===== config.mk =====
export PLATFORM = sky130hd
export DESIGN_NAME = sum_stream_display
export DESIGN_NICKNAME = d
export VERILOG_FILES = /design/src/rtl/sum_stream_display.sv
export SDC_FILE = /design/constraint.sdc
export NUM_CORES = 1
export LEC_CHECK = 0
export BUFFER_PORTS_ARGS = -buffer_cell sky130_fd_sc_hd__buf_2
export CORE_MARGIN = 5
export CORE_UTILIZATION = 40
export DETAILED_ROUTE_END_ITERATION = 7
export PLACE_DENSITY = 0.66
export SKIP_CTS_REPAIR_TIMING = 1
export SYNTH_ARGS = -nofsm -noshare
export SYNTH_HDL_FRONTEND = slang
export SYNTH_SLANG_ARGS = --single-unit

===== constraint.sdc =====
create_clock -name clk -period 4.7 [get_ports clk]
set_input_delay 0.47 -clock clk [delete_from_list [all_inputs] [get_ports clk]]
set_output_delay 0.47 -clock clk [all_outputs]
set_load 0.005 [all_outputs]

===== src/rtl/sum_stream_display.sv =====
// Burst accumulator: sums a valid/ready stream per start..last burst and holds
// the result, beat count, overflow and match flags, shown on seven-segment digits.
module sum_stream_display #(
  parameter  int WIDTH  = 8,
  parameter  int MAXCNT = 16,
  parameter  int SAT    = 0,
  localparam int NDIG   = WIDTH / 4,
  localparam int CW     = $clog2(MAXCNT + 1)
) (
  input  logic                clk,
  input  logic                rst,
  input  logic                start,
  input  logic                in_valid,
  input  logic [WIDTH-1:0]    in_data,
  input  logic                in_last,
  output logic                in_ready,
  input  logic [WIDTH-1:0]    exp_sum,
  output logic                busy,
  output logic                done,
  output logic [WIDTH-1:0]    sum,
  output logic [CW-1:0]       count,
  output logic                overflow,
  output logic                match,
  output logic [7*NDIG-1:0]   hex
);

  typedef enum logic [1:0] {IDLE, ACCUM, DONE} state_t;

  state_t           state, state_next;
  logic [WIDTH-1:0] acc;
  logic [CW-1:0]    cnt;
  logic             ovf;

  logic [WIDTH:0]   sum_ext;
  logic [WIDTH-1:0] post_acc;
  logic [CW-1:0]    post_cnt;
  logic             post_ovf;
  logic             beat;
  logic             final_beat;

  // Post-beat values feed both the running registers and the held results.
  always_comb begin
    sum_ext    = {1'b0, acc} + {1'b0, in_data};
    post_acc   = sum_ext[WIDTH-1:0];
    if (sum_ext[WIDTH] && (SAT != 0)) post_acc = '1;
    post_ovf   = ovf | sum_ext[WIDTH];
    post_cnt   = cnt + 1'b1;
    beat       = (state == ACCUM) && in_valid;
    final_beat = in_last || (post_cnt == CW'(MAXCNT));
  end

  always_ff @(posedge clk or posedge rst) begin
    if (rst) state <= IDLE;
    else     state <= state_next;
  end

  always_comb begin
    state_next = state;
    unique case (state)
      IDLE:    if (start) state_next = ACCUM;
      ACCUM:   if (beat && final_beat) state_next = DONE;
      DONE:    state_next = IDLE;
      default: state_next = IDLE;
    endcase
  end

  assign in_ready = (state == ACCUM);
  assign busy     = (state != IDLE);
  assign done     = (state == DONE);

  always_ff @(posedge clk or posedge rst) begin
    if (rst) begin
      acc      <= '0;
      cnt      <= '0;
      ovf      <= 1'b0;
      sum      <= '0;
      count    <= '0;
      overflow <= 1'b0;
      match    <= 1'b0;
    end else if (state == IDLE && start) begin
      acc <= '0;
      cnt <= '0;
      ovf <= 1'b0;
    end else if (beat) begin
      acc <= post_acc;
      cnt <= post_cnt;
      ovf <= post_ovf;
      if (final_beat) begin
        sum      <= post_acc;
        count    <= post_cnt;
        overflow <= post_ovf;
        match    <= (post_acc == exp_sum);
      end
    end
  end

  function automatic logic [6:0] seg7(input logic [3:0] nib);
    logic [6:0] s;
    unique case (nib)
      4'h0: s = 7'b1000000;
      4'h1: s = 7'b1111001;
      4'h2: s = 7'b0100100;
      4'h3: s = 7'b0110000;
      4'h4: s = 7'b0011001;
      4'h5: s = 7'b0010010;
      4'h6: s = 7'b0000010;
      4'h7: s = 7'b1111000;
      4'h8: s = 7'b0000000;
      4'h9: s = 7'b0011000;
      4'hA: s = 7'b0001000;
      4'hB: s = 7'b0000011;
      4'hC: s = 7'b1000110;
      4'hD: s = 7'b0100001;
      4'hE: s = 7'b0000110;
      default: s = 7'b0001110;
    endcase
    return s;
  endfunction

  always_comb begin
    hex = '1;
    for (int unsigned k = 0; k < NDIG; k++) begin
      hex[7*k +: 7] = seg7(sum[4*k +: 4]);
    end
  end

endmodule


---- Word-level counts from Yosys, hierarchy flattened ----
Memory sizes are Yosys's and may differ from the RTL's.
Cells that the tools add are included.
word-level totals
  flip-flop bits (word level) ............. 31
  ROM bits ................................ 224
  input port bits ......................... 21
  logic and storage cells ................. 38
  memories ................................ 2
cells by class
  add/sub/neg operators ................... 2
  equality and inequality tests ........... 6
  multiplexer cells ....................... 9
  bitwise gates (word level) .............. 2
  reductions and logical operators ........ 9
memories
  name              words  width  rd ports  clocked after memory_dff  write ports  line  RTL
  (name not given)  16     7      1         0                         0            99    unique case (nib)
  (name not given)  16     7      1         0                         0            99
operators by type and width
  cell                                           number
  2-to-1 mux 8 bit                               2
  2-to-1 mux 5 bit                               2
  adder 8 x 8 -> 9 bit                           1
  == test 8 bit                                  1
  adder 5 x 1 -> 5 bit, second input constant    1
  == test 5 bit, second input constant           1
  2-to-1 mux 2 bit                               2
  case mux 2 bit (2 select lines)                1
  nonzero test 2 bit                             2
  logical AND 1 bit                              3
  AND reduction 3 bit                            1
  == test 2 x 1 -> 1 bit, second input constant  1
  == test 2 bit, second input constant           1
  zero test 2 bit                                1
  2-to-1 mux 1 bit                               2
  != test 2 x 1 -> 1 bit, second input constant  1
  != test 2 bit, second input constant           1
  AND reduction 2 bit                            1
  logical OR 1 bit                               1
  NOT 1 bit                                      1
  OR 1 bit                                       1

---- Longest topological paths before layout ----
  word-level depth ........................ 6
  mapped depth ............................ 9
  gate-level depth less buffers ........... 8

---- Least setup slack after synthesis ----
Ideal clock, no wire load.
  path kind ............................... input to register
  from .................................... input port in_data[0]
  to ...................................... register overflow
  library setup time ...................... 0.119 ns
  data arrival time ....................... 2.192 ns
  data required time ...................... 4.581 ns
  path slack .............................. 2.389 ns
  cell stages on the path ................. 8
  buffers on the path ..................... 0
  path through ............................ ha_1 -> fa_1 -> a21o_1 -> a221oi_2 -> o21bai_1 -> a21o_1 -> or3_1 -> o21a_1
on the way
  longest elaborated chain between the ends .. 2
ends and longest elaborated chain
  item                  line  RTL
  start, declared       14    input logic [WIDTH-1:0] in_data,
  adder 8 x 8 -> 9 bit  43    sum_ext = {1'b0, acc} + {1'b0, in_data};
  OR 1 bit              46    post_ovf = ovf | sum_ext[WIDTH];
  end signal, assigned  91    overflow <= post_ovf;
  end, declared         22    output logic overflow,
No other way between the ends.
A chain may end at the register's enable or synchronous reset.

---- Worst setup path after layout ----
  from .................................... register cnt[0]
  to ...................................... register sum[5]
on the way
  longest elaborated chain between the ends .. 4
ends and longest elaborated chain
  item                           line  RTL
  start, declared                31    logic [CW-1:0] cnt;
  start signal, assigned         86    cnt <= post_cnt;
  adder 5 x 1 -> 5 bit           47    post_cnt = cnt + 1'b1;
  == test 5 bit                  49    final_beat = in_last || (post_cnt == CW'(MAXCNT));
  logical OR 1 bit               49
  AND reduction 3 bit (no line)  --
  end signal, assigned           89    sum <= post_acc;
  end, declared                  20    output logic [WIDTH-1:0] sum,
No other way between the ends.

==> impl_results.md <==
* Initial Utilization at between 40% and 50%
* Ys async rst share at 100.0%
* Total gr overflow at 0
* Die area at between 0.007 and 0.008 mm^2
* Yosys warns at 0
* Post-synth EDFFs at 0
* Syn_nets at 288
* Filler cells at 546
* Max IR drop VDD at about 0.00033 V
* Post-synth top area cell: dfrtp_1
* Max FO, Critical Path at 19
* Initial drt markers at 62
* Post-DR wirelength/cell at ~14 um
* First-pass GRT wire length at 8825 um
* Leakage at ~1.4 nW
* Final Hold Viols at 0
* Post-synth top cells: dfrtp_1 (31), ha_1 (20), nand2_1 (20), a21oi_1 (18), o21ai_0 (17)
* Seq/Total Area, Yosys at between 30% and 40%
* Unrepaired setup endpoints after global routing: no
* Clk Latency, worst-skew pair at between 0.2 and 0.3 ns
* Mapped Avg Cell Area at 9.252 um^2
* Row count at 27
* DR vias/cell at about 5.2
* DRC Markers at 0
* Setup violations, final at 0
* Crit path kind: register to register
* Post-synth cell types at 48
* Critical path's slowest cell: o21a_1
* Synth top area share at between 30% and 40%
* Cells after Synth at around 250
* Power per cell area at between 600 and 700 mW/mm^2
* Final min period at 2.485 ns
* Clock Skew at between 0.01 and 0.015 ns
* Area growth syn-to-layout at 18.03%
* WP data arrival at roughly 2.7 ns
* Clock root buffer: clkbuf_8
* CTS Buf Count at 5
* Max cap viols at 0
* Max_slew headroom at roughly 28%
* Most used DFF post-synth: dfrtp_1
* Final worst path period share at a little over half
* Status: complete, no violations
* Final hold slack at around 0.24 ns
* Post-DP HPWL at 3920 um
* Multi-input logic area at roughly 0.0014 mm^2
* DRT Wirelength at between 5000 and 6000 um
* Die Ht at 85.43 um
* Die width at ~85 um
* Power after layout at approximately 0.0018 W
* Max incr delay on CP at between 0.6 and 0.7 ns
* Hold WC Path Type: input pin to asynchronous set/reset pin
* CP startpoint kind: register
* Clock transition at path regs at 0.07 ns
* Total vias in the final route at 1916
* Number of global-route vias before repair at between 1500 and 2000
* Sink Count at 31
* Data required, critical path at between 4 and 5 ns
* Post-DRT Antenna Nets at 0
* Initial antenna violation count at 0
* RePlAce Congestion at about 0.86
* Mapped Area at approximately 0.0023 mm^2
* Ranking of synthesized cells by area: dfrtp_1 (34%), ha_1 (11%), xnor2_1 (5.0%), mux2_2 (4.5%), a21oi_1 (4.0%)
* Gr usage total at 14.96%
* Slew @ Worst Pin at between 1 and 1.5 ns
* H-tree Lvls at 2
* Cell with the most instances after synthesis: dfrtp_1
* FF+latch count, synth at 31
* Crit-path cells: ha_1, nand3_1, xnor2_1, nand2_1, o21a_1, inv_1, mux2_2
* Largest net degree at the start of global routing at 32
* Fmax at around 0.4 GHz
* CTS tree: done
* CP endpoint kind: register
* Ports at 53
* Placeable core region at 0.005507 mm^2
* Register area at 775.7 um^2
* Max Buffers Root-to-Sink at 2
* Number of port buffers at 52
* Max-slew violation count at 0
* Setup TNS after final layout at 0 ns
* Final net count at about 340
* Diode count at 0
* Layout cell share with drive strength beyond 1 at around a quarter
* Drt first pass iters at 4
## layout by cell type, fill, tap and decap left out, types with 4 or more instances in the layout
cell type	netlist	final
buf_2	4	52
ha_1	20	20
xnor2_1	13	13
nor2_1	15	15
mux2_2	9	9
nand2_1	20	20
mux2i_1	4	4
a21oi_1	18	18
inv_1	14	14
o31ai_1	4	4
a22o_1	10	10
a21o_1	7	7
o21ai_0	17	17
xor2_1	4	4
clkbuf_8	0	6
dfrtp_1	31	31
## critical path: cells and delay by family, from the launching register on
| kind | cells | cell delay (ns) |
|---|---|---|
| adders and majority gates | 1 | 0.34 |
| AOI/OAI and AO/OA | 1 | 0.61 |
| xor gates and xnor gates | 1 | 0.14 |
| buffers and inverters | 1 | 0.23 |
| DFF | 1 | 0.48 |
| and+or+nand+nor | 2 | 0.24 |
| muxes | 1 | 0.32 |
## layer usage
layer | routed length (um) | track usage [%]
met5 | 0 | 0
met4 | 92 | 6.331
met3 | 343 | 3.107
met2 | 2266 | 22.10
met1 | 2582 | 21.05
## flip-flops by register name, indices dropped and copies added, names as in the netlist
| name | count |
|---|---|
| ovf | 1 |
| cnt | 5 |
| acc | 8 |
| match | 1 |
| sum | 8 |
| overflow | 1 |
| state | 2 |
| count | 5 |
## final timing paths
path                          start        to  slack [ns]  depth (start not counted)
max                          cnt[0]    sum[5]        2.22                          7
max in group asynchronous       rst    acc[7]        4.17                          3
max reg2reg                  cnt[0]    sum[5]        2.22                          7
min in group clk              start       ovf        0.39                          2
min reg2reg                state[1]  state[0]        0.47                          1
min                             rst    acc[6]        0.24                          3
## cells by family after synthesis
family	after synthesis	share of synthesized area (%)
compound gates	78	23.03
xor+xnor	17	6.542
fa+ha+maj	21	11.87
buf+inv	26	5.168
flops	31	34.08
mux	13	6.212
simple gates	60	13.08
## final cells by class
class                           count  share of cell area [%]
Multi-Input combinational cell    189                   51.47
Sequential cell                    31                   28.88
Timing Repair Buffer               53                   9.967
Tap cell                           72                   3.354
Clock buffer                        6                   3.074
Inverter                           14                   1.956
Clock inverter                      2                   1.304
## stage by stage
step	setup slack (ns)	area (um^2)	instances	utilization, %
2_1_floorplan	2.389	2276	246	-
3_3_place_gp	2.180	2569	359	46.65
3_5_place_dp	2.138	2569	359	46.65
4_1_cts	2.203	2686	367	48.78
5_1_grt	2.065	2686	367	48.78
6_report	2.215	2686	367	48.78
## power breakdown
group	internal, W	switching [W]
clock network	0.000171	0.000103
logic	0.000492	0.000510
registers	0.000368	0.000156
total	0.00103	0.000769
Power figures use the tool's default switching activity.
